$ cat src/rtl/eth_fcs_inserter.sv
// eth_fcs_inserter: transmit-side frame sequencer between the packet buffer
// and the MAC byte serializer. Frame bytes pass straight through. Short
// frames are padded with zeros up to MIN_FRAME bytes. The 4-byte Ethernet
// FCS is then appended, and an IFG_CYCLES-cycle gap follows before the
// next frame is accepted.
//
// Ports:
//   clk, reset            rising-edge clock, synchronous active-high reset
//   in_data/valid/last    frame bytes from the packet buffer; in_ready back
//   out_data/valid/last   bytes to the serializer; out_ready back
//                         (out_last marks the final FCS byte)
//   frame_done            one-cycle pulse after the final FCS byte transfer
//   frame_len             payload+pad length of the last completed frame
//
// Handshake: on either side a byte moves on a cycle where valid && ready
// are both high. Once raised, valid and data stay stable until that
// transfer happens.

// crc32: byte-wide Ethernet CRC-32 engine (polynomial 0x04C11DB7).
// The register is kept MSB-first, and each byte is fed LSB-first, which
// is the order the wire sees. The register presets to all ones on rst.
module crc32 (
  input  logic        clk,
  input  logic        rst,
  input  logic        en,
  input  logic [7:0]  data,
  output logic [31:0] crc
);
  localparam logic [31:0] POLY = 32'h04C1_1DB7;

  logic [31:0] crc_q, crc_d, crc_step;

  always_comb begin
    crc_step = crc_q;
    for (int i = 0; i < 8; i++) begin
      if (crc_step[31] ^ data[i]) crc_step = {crc_step[30:0], 1'b0} ^ POLY;
      else                        crc_step = {crc_step[30:0], 1'b0};
    end
    crc_d = en ? crc_step : crc_q;
  end

  always_ff @(posedge clk) begin
    if (rst) crc_q <= 32'hFFFF_FFFF;
    else     crc_q <= crc_d;
  end

  assign crc = crc_q;
endmodule

module eth_fcs_inserter #(
  parameter int MIN_FRAME  = 60,
  parameter int IFG_CYCLES = 12
) (
  input  logic        clk,
  input  logic        reset,
  input  logic [7:0]  in_data,
  input  logic        in_valid,
  input  logic        in_last,
  output logic        in_ready,
  output logic [7:0]  out_data,
  output logic        out_valid,
  output logic        out_last,
  input  logic        out_ready,
  output logic        frame_done,
  output logic [15:0] frame_len
);
  typedef enum logic [1:0] {S_DATA, S_PAD, S_FCS, S_GAP} state_t;

  localparam logic [15:0] MIN_L    = 16'(MIN_FRAME);
  localparam logic [15:0] GAP_LAST = (IFG_CYCLES > 0) ? 16'(IFG_CYCLES - 1) : 16'd0;

  state_t      state_q, state_d;
  logic [15:0] cnt_q, cnt_d;
  logic [1:0]  k_q, k_d;
  logic [15:0] gap_q, gap_d;
  logic [15:0] frame_len_q, frame_len_d;
  logic        frame_done_q, frame_done_d;

  logic        crc_en, crc_clear;
  logic [7:0]  crc_byte;
  logic [31:0] crc;
  logic [15:0] cnt_inc;
  logic [7:0]  crc_sel, fcs_byte;

  crc32 u_crc (
    .clk  (clk),
    .rst  (reset | crc_clear),
    .en   (crc_en),
    .data (crc_byte),
    .crc  (crc)
  );

  // Byte counter saturates so frames longer than 64 KiB still complete.
  assign cnt_inc = (cnt_q == 16'hFFFF) ? cnt_q : cnt_q + 16'd1;

  // FCS byte k is the complement of crc byte (3-k) with its bits reversed:
  // bit i of the output is ~crc[31-8k-i].
  always_comb begin
    case (k_q)
      2'd0:    crc_sel = crc[31:24];
      2'd1:    crc_sel = crc[23:16];
      2'd2:    crc_sel = crc[15:8];
      default: crc_sel = crc[7:0];
    endcase
    for (int i = 0; i < 8; i++) fcs_byte[i] = ~crc_sel[7-i];
  end

  always_comb begin
    state_d      = state_q;
    cnt_d        = cnt_q;
    k_d          = k_q;
    gap_d        = gap_q;
    frame_len_d  = frame_len_q;
    frame_done_d = 1'b0;
    in_ready     = 1'b0;
    out_valid    = 1'b0;
    out_data     = 8'h00;
    out_last     = 1'b0;
    crc_en       = 1'b0;
    crc_byte     = 8'h00;
    crc_clear    = 1'b0;

    case (state_q)
      S_DATA: begin
        out_data  = in_data;
        out_valid = in_valid;
        in_ready  = out_ready;
        crc_byte  = in_data;
        if (in_valid && out_ready) begin
          crc_en = 1'b1;
          cnt_d  = cnt_inc;
          if (in_last) begin
            k_d     = 2'd0;
            state_d = (cnt_inc < MIN_L) ? S_PAD : S_FCS;
          end
        end
      end
      S_PAD: begin
        out_valid = 1'b1;
        if (out_ready) begin
          crc_en = 1'b1;
          cnt_d  = cnt_inc;
          if (cnt_inc == MIN_L) state_d = S_FCS;
        end
      end
      S_FCS: begin
        out_valid = 1'b1;
        out_data  = fcs_byte;
        out_last  = (k_q == 2'd3);
        if (out_ready) begin
          k_d = k_q + 2'd1;
          if (k_q == 2'd3) begin
            // Clear the crc on the same edge the last FCS byte leaves.
            crc_clear    = 1'b1;
            frame_len_d  = cnt_q;
            cnt_d        = 16'd0;
            frame_done_d = 1'b1;
            gap_d        = 16'd0;
            state_d      = (IFG_CYCLES == 0) ? S_DATA : S_GAP;
          end
        end
      end
      S_GAP: begin
        // Counts clock cycles regardless of out_ready.
        gap_d = gap_q + 16'd1;
        if (gap_q == GAP_LAST) state_d = S_DATA;
      end
      default: state_d = S_DATA;
    endcase
  end

  always_ff @(posedge clk) begin
    if (reset) begin
      state_q      <= S_DATA;
      cnt_q        <= 16'd0;
      k_q          <= 2'd0;
      gap_q        <= 16'd0;
      frame_len_q  <= 16'd0;
      frame_done_q <= 1'b0;
    end else begin
      state_q      <= state_d;
      cnt_q        <= cnt_d;
      k_q          <= k_d;
      gap_q        <= gap_d;
      frame_len_q  <= frame_len_d;
      frame_done_q <= frame_done_d;
    end
  end

  assign frame_done = frame_done_q;
  assign frame_len  = frame_len_q;
endmodule
$ cat config.mk
export PLATFORM = sky130hd
export DESIGN_NAME = eth_fcs_inserter
export DESIGN_NICKNAME = d
export VERILOG_FILES = /design/src/rtl/eth_fcs_inserter.sv
export SDC_FILE = /design/constraint.sdc
export NUM_CORES = 1
export LEC_CHECK = 0
export CORE_AREA = 2 2 100 102
export DETAILED_ROUTE_END_ITERATION = 8
export DIE_AREA = 0 0 102 104
export GPL_TIMING_DRIVEN = 0
export PLACE_DENSITY = 0.7
export SYNTH_ARGS = -nofsm -noshare
export SYNTH_HDL_FRONTEND = slang
export SYNTH_SLANG_ARGS = --single-unit
$ cat constraint.sdc
create_clock -name clk -period 3.36 [get_ports clk]
set_clock_uncertainty 0.1 [all_clocks]
set_input_delay 1.008 -clock clk [delete_from_list [all_inputs] [get_ports clk]]
set_output_delay 1.008 -clock clk [all_outputs]
set_load 0.1 [all_outputs]
==> results.toml, run 1 <==
[die]
core_area_um2 = 9549
dieArea_um2 = 10610
rows = 36
start_util_pct = 48.86
io_pins = 41
die_w_um = 102
dieHeight_um = 104

[worst_setup_path]
crit_arrival_ns = 3.38
start_kind = "input port"
crit_family = "XOR/XNOR gates"
endpoint_kind = "flop"
reg2reg_from = "state_q[1]"
cp_max_fo = 4
critical_path.slowest_cell = "xor2_1"
r2r_slack_ns = 0.11
worstSetupPathType = "in -> reg"
critPathRequiredTime_ns = 3.47
regToRegEndpoint = "u_crc.crc[8]"
slowest_delay_ns = 0.51
cp.buffers_inverters = 1
path_cells = "clkdlybuf4s50_1, nand2_1, xor2_1, xnor2_1, xnor2_1, xnor2_1, xor2_1, o211ai_1"
r2r_cells = 10
crit_path_frequent_cell = "xnor2_1"

[sta]
slew_headroom_pct = 32.25
setup_viol = 0
holdWs_ns = 0.3788
hold_viol = 0
fin_crit_ns = 3.272
max_freq_mhz = 305.7
drv_slew = 0
min_period_over_period_pct = 97.37
worstMarginPinSlew_ns = 1.013

[global_route]
grt_usage_pct = 24.39
met3_usage_pct = 4.234
grt_pass1_wl_mm = 20.59
grt_overflow = 0
grt.busiest_layer = "met2"
met2_usage_pct = 37.69
grt_pass1_vias = 4068
grt_max_degree = 14
grtUsageMet1_pct = 33.88
antenna_found_initial = 0

[detailed_routing]
route.detailed.drc = 0
wl_mm = 12.56
vias = 4354
ant_nets = 0
drt-vias-per-instance = 5.868
dr.pass1.iters = 5
detail_route.wl_per_cell_um = 16.92
drtIter0Drc = 314

[hold_path]
whs_path_depth = 2
hold_end = "gap_q[1]"
hold_class = "reg -> reg"
hp-start = "gap_q[1]"

[cts]
clockBufferDepth = 2
clkLatencyLatePin_ns = 0.37
htreeDepth = 3
hold_buffers = 0
clock_sinks = 85
cts_buffers = 9
ctsRootBufferMaster = "clkbuf_8"
path_clk_slew_ns = 0.08
cts_tree = "built"

[layout]
final_util_pct = 57.34
final_cells = 742
fin_area_um2 = 5475
num_antenna_cells = 0
fin_nets = 628
areaGrowthSynthToFinish_pct = 17.35
layout-drive-gt1-share_pct = 8.867

[placement]
io_buffer_count = 39
place_inst = 726
place_area_um2 = 5240
hpwl_mm = 8.845
gp_congestion = 0.8405

[power]
swShare_pct = 42.66
switchingPower_uw = 1660
power.density_nw_per_um2 = 710.9
clkPwrFrac_pct = 18.8
combinationalPowerShare_pct = 49.4
power.leakage_uw = 0.002058
vdd.ir_drop.worst_mv = 0.3797
seqPwrFrac_pct = 31.8
intPower_uw = 2232
total_power_uw = 3892

[logic_synthesis]
yosys.area.top_type_share_pct = 36.47
syn_area_um2 = 4666
synth_fp_nets = 578
ys_seq_elements = 85
synth.top_cells.by_area = "dfxtp_1 36%, xor2_1 8.1%, xnor2_1 6.9%"
postSynthAreaPerCell_um2 = 8.422
synthArstFlopShare_pct = 0
yosysSeqAreaShare_pct = 36.47
synth_cell_types = 57
synth_common_cells = "85 x dfxtp_1, 72 x nand2_1, 43 x xor2_1"
yosys_warnings = 0
synth-edff-count = 0
yosysTopAreaCell = "dfxtp_1"
syn_inst = 554
ys.flop_type = "dfxtp_1"
yosys.cell_count.top_type = "dfxtp_1"

[outcome]
status = "complete, no violations"

[run]
cap_violations = 0
worst register-to-register path, delay by kind of cell (launching register included):
kind	cells	cell delay (ns)
AOI/OAI and AO/OA	1	0.10
and+or+nand+nor	1	0.13
buffers and inverters	2	0.40
xor gates and xnor gates	5	1.72
DFF	1	0.34
adders and majority gates	1	0.29
power by group through the flow:
stage / Sequential (µW) / Clock (µW) / Combinational [µW]
floorplan: 1230 / 0 / 1510
CTS: 1230 / 742 / 1880
global placement: 1250 / 0 / 1850
finish: 1240 / 732 / 1920
global route: 1250 / 788 / 2090
detailed placement: 1250 / 0 / 1870
per-layer routing:
metal  routed length [µm]  part of all wire [%]  vias to the layer above
li1                     -                     -                     2075
met3                  912                   7.3                       23
met2                 5903                    47                      183
met4                  214                   1.7                        0
met1                 5526                    44                     2073
met5                    0                     0                        -
cell type report:
type | instances | area [µm²]
clock buffer | 12 | 145.1
tap | 133 | 166.4
inverter | 14 | 56.30
clock inverter | 4 | 47.55
fill | 889 | 4074
timing repair buffer | 40 | 381.6
multi-input combinational | 420 | 2829
sequential | 85 | 1702
buffer | 34 | 147.6
per-stage QoR:
step | setup WS [ns] | TNS [ns]
after floorplan | 0.006894 | 0
after global placement | -0.7225 | -8.234
after detailed placement | -0.7999 | -9.116
after CTS | 0.01213 | 0
after global routing | -0.02585 | -0.02585
final | 0.08847 | 0
worst max path at each step:
stage	end	startpoint	slack [ns]	cells past startpoint
5_1_grt	u_crc.crc[8]	state_q[1]	-0.03	10
3_5_place_dp	out_data[3]	state_q[0]	-0.80	8
4_1_cts	out_valid	in_valid	0.01	4
3_3_place_gp	out_data[3]	state_q[0]	-0.72	8
6_report	u_crc.crc[8]	in_data[6]	0.09	8
2_1_floorplan	out_data[0]	state_q[0]	0.007	5
logic make-up after synthesis:
kind of cell	share of synthesized area [%]
and+or+nand+nor	20.43
AOI/OAI and AO/OA	20.17
DFF	36.47
xor gates and xnor gates	15.37
buffers and inverters	4.156
adders and majority gates	2.950
muxes	0.4559
state kept, by name, summed over array words and instances (netlist names):
register,cells
k_q,2
state_q,2
cnt_q,16
frame_len,16
gap_q,16
u_crc.crc,32
frame_done,1
placed cells by master (no fill, tap or decap), types with 8 or more instances in the layout:
cell type	instances
dfxtp_1	85
nand2_1	71
nor2_1	41
o211ai_1	40
xor2_1	39
xnor2_1	36
clkdlybuf4s50_1	28
clkbuf_1	25
a21oi_1	25
nand3_1	16
a22o_1	16
o21ai_0	15
nor3_1	13
inv_1	12
clkbuf_8	11
ha_1	11
nand4_1	10
a22oi_1	8
buf_4	8
repair_timing:
action	CTS	global route
buffers inserted	0	1
pin swaps	0	1
endpoints found under the hold margin	0	0
endpoints found under the setup margin	15	14
resized for setup	63	7
(Power assumes the default switching activity.)
==> run 2: changes to the inputs <==
==> config.mk (replaced) <==
export PLATFORM = sky130hd
export DESIGN_NAME = eth_fcs_inserter
export DESIGN_NICKNAME = d
export VERILOG_FILES = /design/src/rtl/eth_fcs_inserter.sv
export SDC_FILE = /design/constraint.sdc
export NUM_CORES = 1
export LEC_CHECK = 0
export CORE_AREA = 2 2 93 95
export DETAILED_ROUTE_END_ITERATION = 8
export DIE_AREA = 0 0 95 97
export GPL_TIMING_DRIVEN = 0
export PLACE_DENSITY = 0.79
export SYNTH_ARGS = -nofsm -noshare
export SYNTH_HDL_FRONTEND = slang
export SYNTH_SLANG_ARGS = --single-unit
==> results.toml, run 2 (same netlist as run 1, synthesis figures left out) <==
[outcome]
status = "complete, no violations"

[detailed_routing]
ant_nets = 0
dr.pass1.iters = 5
vias = 4413
wl_mm = 12.52
detail_route.wl_per_cell_um = 17.48
drt-vias-per-instance = 6.163
drtIter0Drc = 340
route.detailed.drc = 0

[power]
power.leakage_uw = 0.002080
power.density_nw_per_um2 = 736.8
vdd.ir_drop.worst_mv = 0.4336

[die]
core_area_um2 = 8134
die_w_um = 95
io_pins = 41
dieHeight_um = 97
rows = 33
dieArea_um2 = 9215
start_util_pct = 57.36

[sta]
setup_viol = 0
slew_headroom_pct = 34.32
fin_crit_ns = 3.287
hold_viol = 0
max_freq_mhz = 304.2
worstMarginPinSlew_ns = 0.9821
tns_ns = 0
drv_slew = 0
min_period_over_period_pct = 97.83

[placement]
io_buffer_count = 39
gp_congestion = 0.9531
hpwl_mm = 8.768
place_area_um2 = 5205

[hold_path]
hold_class = "reg -> reg"

[global_route]
grt_pass1_wl_mm = 20.80
grt_usage_pct = 28.41
grt_pass1_vias = 4250
grt_max_degree = 16
antenna_found_initial = 0
grt_overflow = 0

[cts]
htreeDepth = 3
cts_tree = "built"
clockBufferDepth = 2
cts_buffers = 9
ctsRootBufferMaster = "clkbuf_8"
clkLatencyLatePin_ns = 0.37
clock_sinks = 85
path_clk_slew_ns = 0.09
hold_buffers = 0

[layout]
final_common_cell = "dfxtp_1"
fin_area_um2 = 5487
fin_nets = 630
num_antenna_cells = 0
layout-drive-gt1-share_pct = 9.329
largest_reg_flops = 32
areaGrowthSynthToFinish_pct = 17.59
final_cell_mix = "85 x dfxtp_1, 71 x nand2_1, 41 x nor2_1"

[worst_setup_path]
worstSetupPathType = "reg -> out"
cp_max_fo = 9
start_kind = "flop"
critPathRequiredTime_ns = 2.25
endpoint_kind = "output pin"
crit_arrival_ns = 2.18

[run]
cap_violations = 0
-- run 2: metrics by stage --
| stage | utilization [%] | power, µW | hold slack (ns) | setup slack, ns | std cells |
|---|---|---|---|---|---|
| floorplan | - | 2735 | 0.3446 | 0.006894 | 554 |
| global placement | 63.99 | 3091 | 0.3570 | -0.6963 | 698 |
| detailed placement | 63.99 | 3127 | 0.3658 | -0.7213 | 698 |
| CTS | 66.73 | 3964 | 0.3862 | 0.02846 | 714 |
| global route | 67.45 | 4252 | 0.4026 | -0.003607 | 716 |
| finish | 67.45 | 4042 | 0.3838 | 0.07289 | 716 |
-- run 2: per-layer routing --
| metal | vias up | global-route usage [%] | wire, µm |
|---|---|---|---|
| li1 | 2079 | - | - |
| met3 | 24 | 3.894 | 972 |
| met4 | 0 | 11.37 | 227 |
| met2 | 215 | 44.24 | 5718 |
| met1 | 2095 | 39.44 | 5597 |
| met5 | - | 0 | 0 |
-- run 2: where the power goes --
part           internal (µW)  leakage [µW]  switching, µW  total (µW)
sequential              1120      0.000692            126        1250
combinational            772       0.00128           1200        1970
clock                    427      0.000105            396         822
total                   2320       0.00208           1720        4040
-- run 2: area by class of cell --
type                    count  area [µm²]
plain buffers              35       151.4
clock buffers              10       127.6
clock inverters             6       95.09
fillers                   663        2648
inverters                  14       56.30
multi-input cells         420        2836
flip-flops and latches     85        1702
well taps                 105       131.4
repair buffers             41       386.6
-- run 2: worst paths after layout --
path            endpoint  depth (start not counted)  slack [ns]       start
min             gap_q[1]                          2        0.38    gap_q[1]
max reg2reg   state_q[0]                          8        0.22    cnt_q[0]
min reg2reg     gap_q[1]                          2        0.38    gap_q[1]
max          out_data[6]                          8        0.07  state_q[0]
-- run 2: worst max-delay path, cell delays in order (launching register included) --
cell and delay [ns]:
dfxtp_1 0.36, inv_2 0.09, ha_1 0.16, clkbuf_8 0.17, clkinvlp_4 0.16, nor2_4 0.29, nand3_1 0.12, o211ai_1 0.13
buf_4 0.33
-- run 2: what timing repair did --
item	in CTS	in global routing
endpoints found under the hold margin	0	0
buffers inserted	0	2
endpoints found under the setup margin	15	15
resized for setup	62	10
pin swaps	0	2
==> run 3: changes to the inputs <==
--- a/config.mk
+++ b/config.mk
@@ -5,11 +5,12 @@
 export SDC_FILE = /design/constraint.sdc
 export NUM_CORES = 1
 export LEC_CHECK = 0
-export CORE_AREA = 2 2 93 95
+export CORE_AREA = 2 2 98 100
 export DETAILED_ROUTE_END_ITERATION = 8
-export DIE_AREA = 0 0 95 97
+export DIE_AREA = 0 0 100 102
 export GPL_TIMING_DRIVEN = 0
 export PLACE_DENSITY = 0.79
 export SYNTH_ARGS = -nofsm -noshare
 export SYNTH_HDL_FRONTEND = slang
+export SYNTH_HIERARCHICAL = 1
 export SYNTH_SLANG_ARGS = --single-unit
==> results.toml, run 3 <==
[logic_synthesis]
postSynthAreaPerCell_um2 = 9.216
syn_area_um2 = 5290
ys_seq_elements = 85
synth_fp_nets = 598
yosys_warnings = 6
ys.flop_type = "dfxtp_1"
synth-edff-count = 0
synth_cell_types = 61
syn_inst = 574
yosys.area.top_type_share_pct = 32.17
yosys.cell_count.top_type = "dfxtp_1"
synth.top_cells.by_area = "dfxtp_1 32%, xnor3_1 6.4%, xnor2_1 4.8%"
yosysSeqAreaShare_pct = 32.17
synthArstFlopShare_pct = 0
synth_common_cells = "85 x dfxtp_1, 53 x nor2_1, 39 x a21oi_1"
yosysTopAreaCell = "dfxtp_1"

[cts]
path_clk_slew_ns = 0.09
htreeDepth = 3
cts_buffers = 9
clock_sinks = 85
clkLatencyLatePin_ns = 0.36
cts_tree = "built"
ctsRootBufferMaster = "clkbuf_8"
clockBufferDepth = 2
hold_buffers = 0

[sta]
slew_headroom_pct = 33.53
fin_crit_ns = 3.248
setup_ws_ns = 0.1124
rsz0062_at_grt = "no"
holdWs_ns = 0.3874
max_freq_mhz = 307.9
worstMarginPinSlew_ns = 0.9940
hold_viol = 0
setup_viol = 0
drv_slew = 0
min_period_over_period_pct = 96.65

[run]
cap_violations = 0

[global_route]
grt_overflow = 0
grt.busiest_layer = "met2"
met2_usage_pct = 40.75
grt_max_degree = 15
met3_usage_pct = 4.583
grt_pass1_wl_mm = 21.07
grt_pass1_vias = 4210
grtUsageMet1_pct = 36.72
antenna_found_initial = 0
grt_usage_pct = 26.11

[die]
die_w_um = 100
io_pins = 41
dieHeight_um = 102
dieArea_um2 = 10200
core_area_um2 = 9109
start_util_pct = 58.08
rows = 35

[detailed_routing]
detail_route.wl_per_cell_um = 17.13
route.detailed.drc = 0
wl_mm = 12.71
ant_nets = 0
vias = 4434
drtIter0Drc = 311
drt-vias-per-instance = 5.976
dr.pass1.iters = 5

[worst_setup_path]
critical_path.slowest_cell = "clkdlybuf4s50_1"
worstSetupPathType = "in -> out"
slowest_delay_ns = 0.47
endpoint_kind = "output pin"
crit_arrival_ns = 2.14
path_cells = "clkdlybuf4s50_1, buf_2, and2_1, buf_4"
critPathRequiredTime_ns = 2.25
cp_max_fo = 10
start_kind = "input port"

[layout]
regArea_um2 = 1702
final_util_pct = 66.43
final_cell_mix = "85 x dfxtp_1, 51 x nor2_1, 38 x a21oi_1"
fin_nets = 650
areaGrowthSynthToFinish_pct = 14.38
multiInputGateArea_um2 = 3334
num_antenna_cells = 0
layout-drive-gt1-share_pct = 12.20
fin_area_um2 = 6051
fill_cells = 748
final_common_cell = "dfxtp_1"
largest_reg_flops = 32

[power]
clkPwrFrac_pct = 15.8
swShare_pct = 37.29
combinationalPowerShare_pct = 54.6
vdd.ir_drop.worst_mv = 0.3847
intPower_uw = 2652
power.leakage_uw = 0.002403
switchingPower_uw = 1577
seqPwrFrac_pct = 29.6
power.density_nw_per_um2 = 698.9
total_power_uw = 4229

[hold_path]
hold_class = "reg -> reg"

[placement]
hpwl_mm = 8.930
gp_congestion = 0.9095
post-place-ws_ns = -0.8725
place_area_um2 = 5829
io_buffer_count = 39

[outcome]
status = "complete, no violations"
## run 3: changes by cell type after synthesis, sizes merged, moves of 14 or more
cell,previous run,this run
nand2,72,31
o211ai,40,10
xor2,44,16
a211o,1,18
xnor3,0,16
a21oi,25,39
nor2b,2,16
## run 3: power groups by stage
stage          registers, µW  clock network (µW)  logic, µW
3_3_place_gp            1260                   0       2250
5_1_grt                 1260                 720       2460
3_5_place_dp            1270                   0       2280
6_report                1250                 667       2310
4_1_cts                 1250                 676       2290
2_1_floorplan           1240                   0       1950
## run 3: worst paths after layout
path | startpoint | to | slack (ns) | cells after the start
worst max-delay path | out_ready | in_ready | 0.11 | 4
worst min-delay path | frame_len[7] | frame_len[7] | 0.39 | 1
worst max register to register | state_q[0] | u_crc/crc[4] | 0.37 | 10
worst min register to register | frame_len[7] | frame_len[7] | 0.39 | 1
## run 3: worst max-delay path, delay by kind of cell
family	cells	cell delay, ns
buffers and inverters	3	0.97
and+or+nand+nor	1	0.16
## run 3: stage by stage
stage	TNS [ns]	cells
after floorplan	0	574
after global placement	-19.47	724
after detailed placement	-21.54	724
after CTS	0	742
after global routing	0	742
final	0	742
## run 3: layout make-up
cell class / count / area share, %
Buffer: 37 / 3.205
Inverter: 26 / 1.696
Timing Repair Buffer: 41 / 6.638
Sequential cell: 85 / 28.12
Multi-Input combinational cell: 426 / 55.11
Tap cell: 111 / 2.295
Clock inverter: 5 / 0.5997
Clock buffer: 11 / 2.337
## run 3: routing by layer
| metal | vias to the layer above | routed length, µm |
|---|---|---|
| met4 | 0 | 223 |
| met2 | 156 | 5748 |
| met1 | 2100 | 5860 |
| li1 | 2155 | - |
| met5 | - | 0 |
| met3 | 23 | 876 |
## run 3: repair_timing
item	CTS	global route
gates resized for setup	71	7
buffers inserted	2	0
pin swaps	1	0
endpoints found under the setup margin	41	29
## run 3: cell families after synthesis
kind of cell    Yosys count  synth area share [%]
fa+ha+maj                11                 2.602
xor+xnor                 77                 21.83
compound gates          141                 17.95
mux                       4                0.8041
flops                    85                 32.17
buf+inv                  63                 5.345
simple gates            193                 19.30
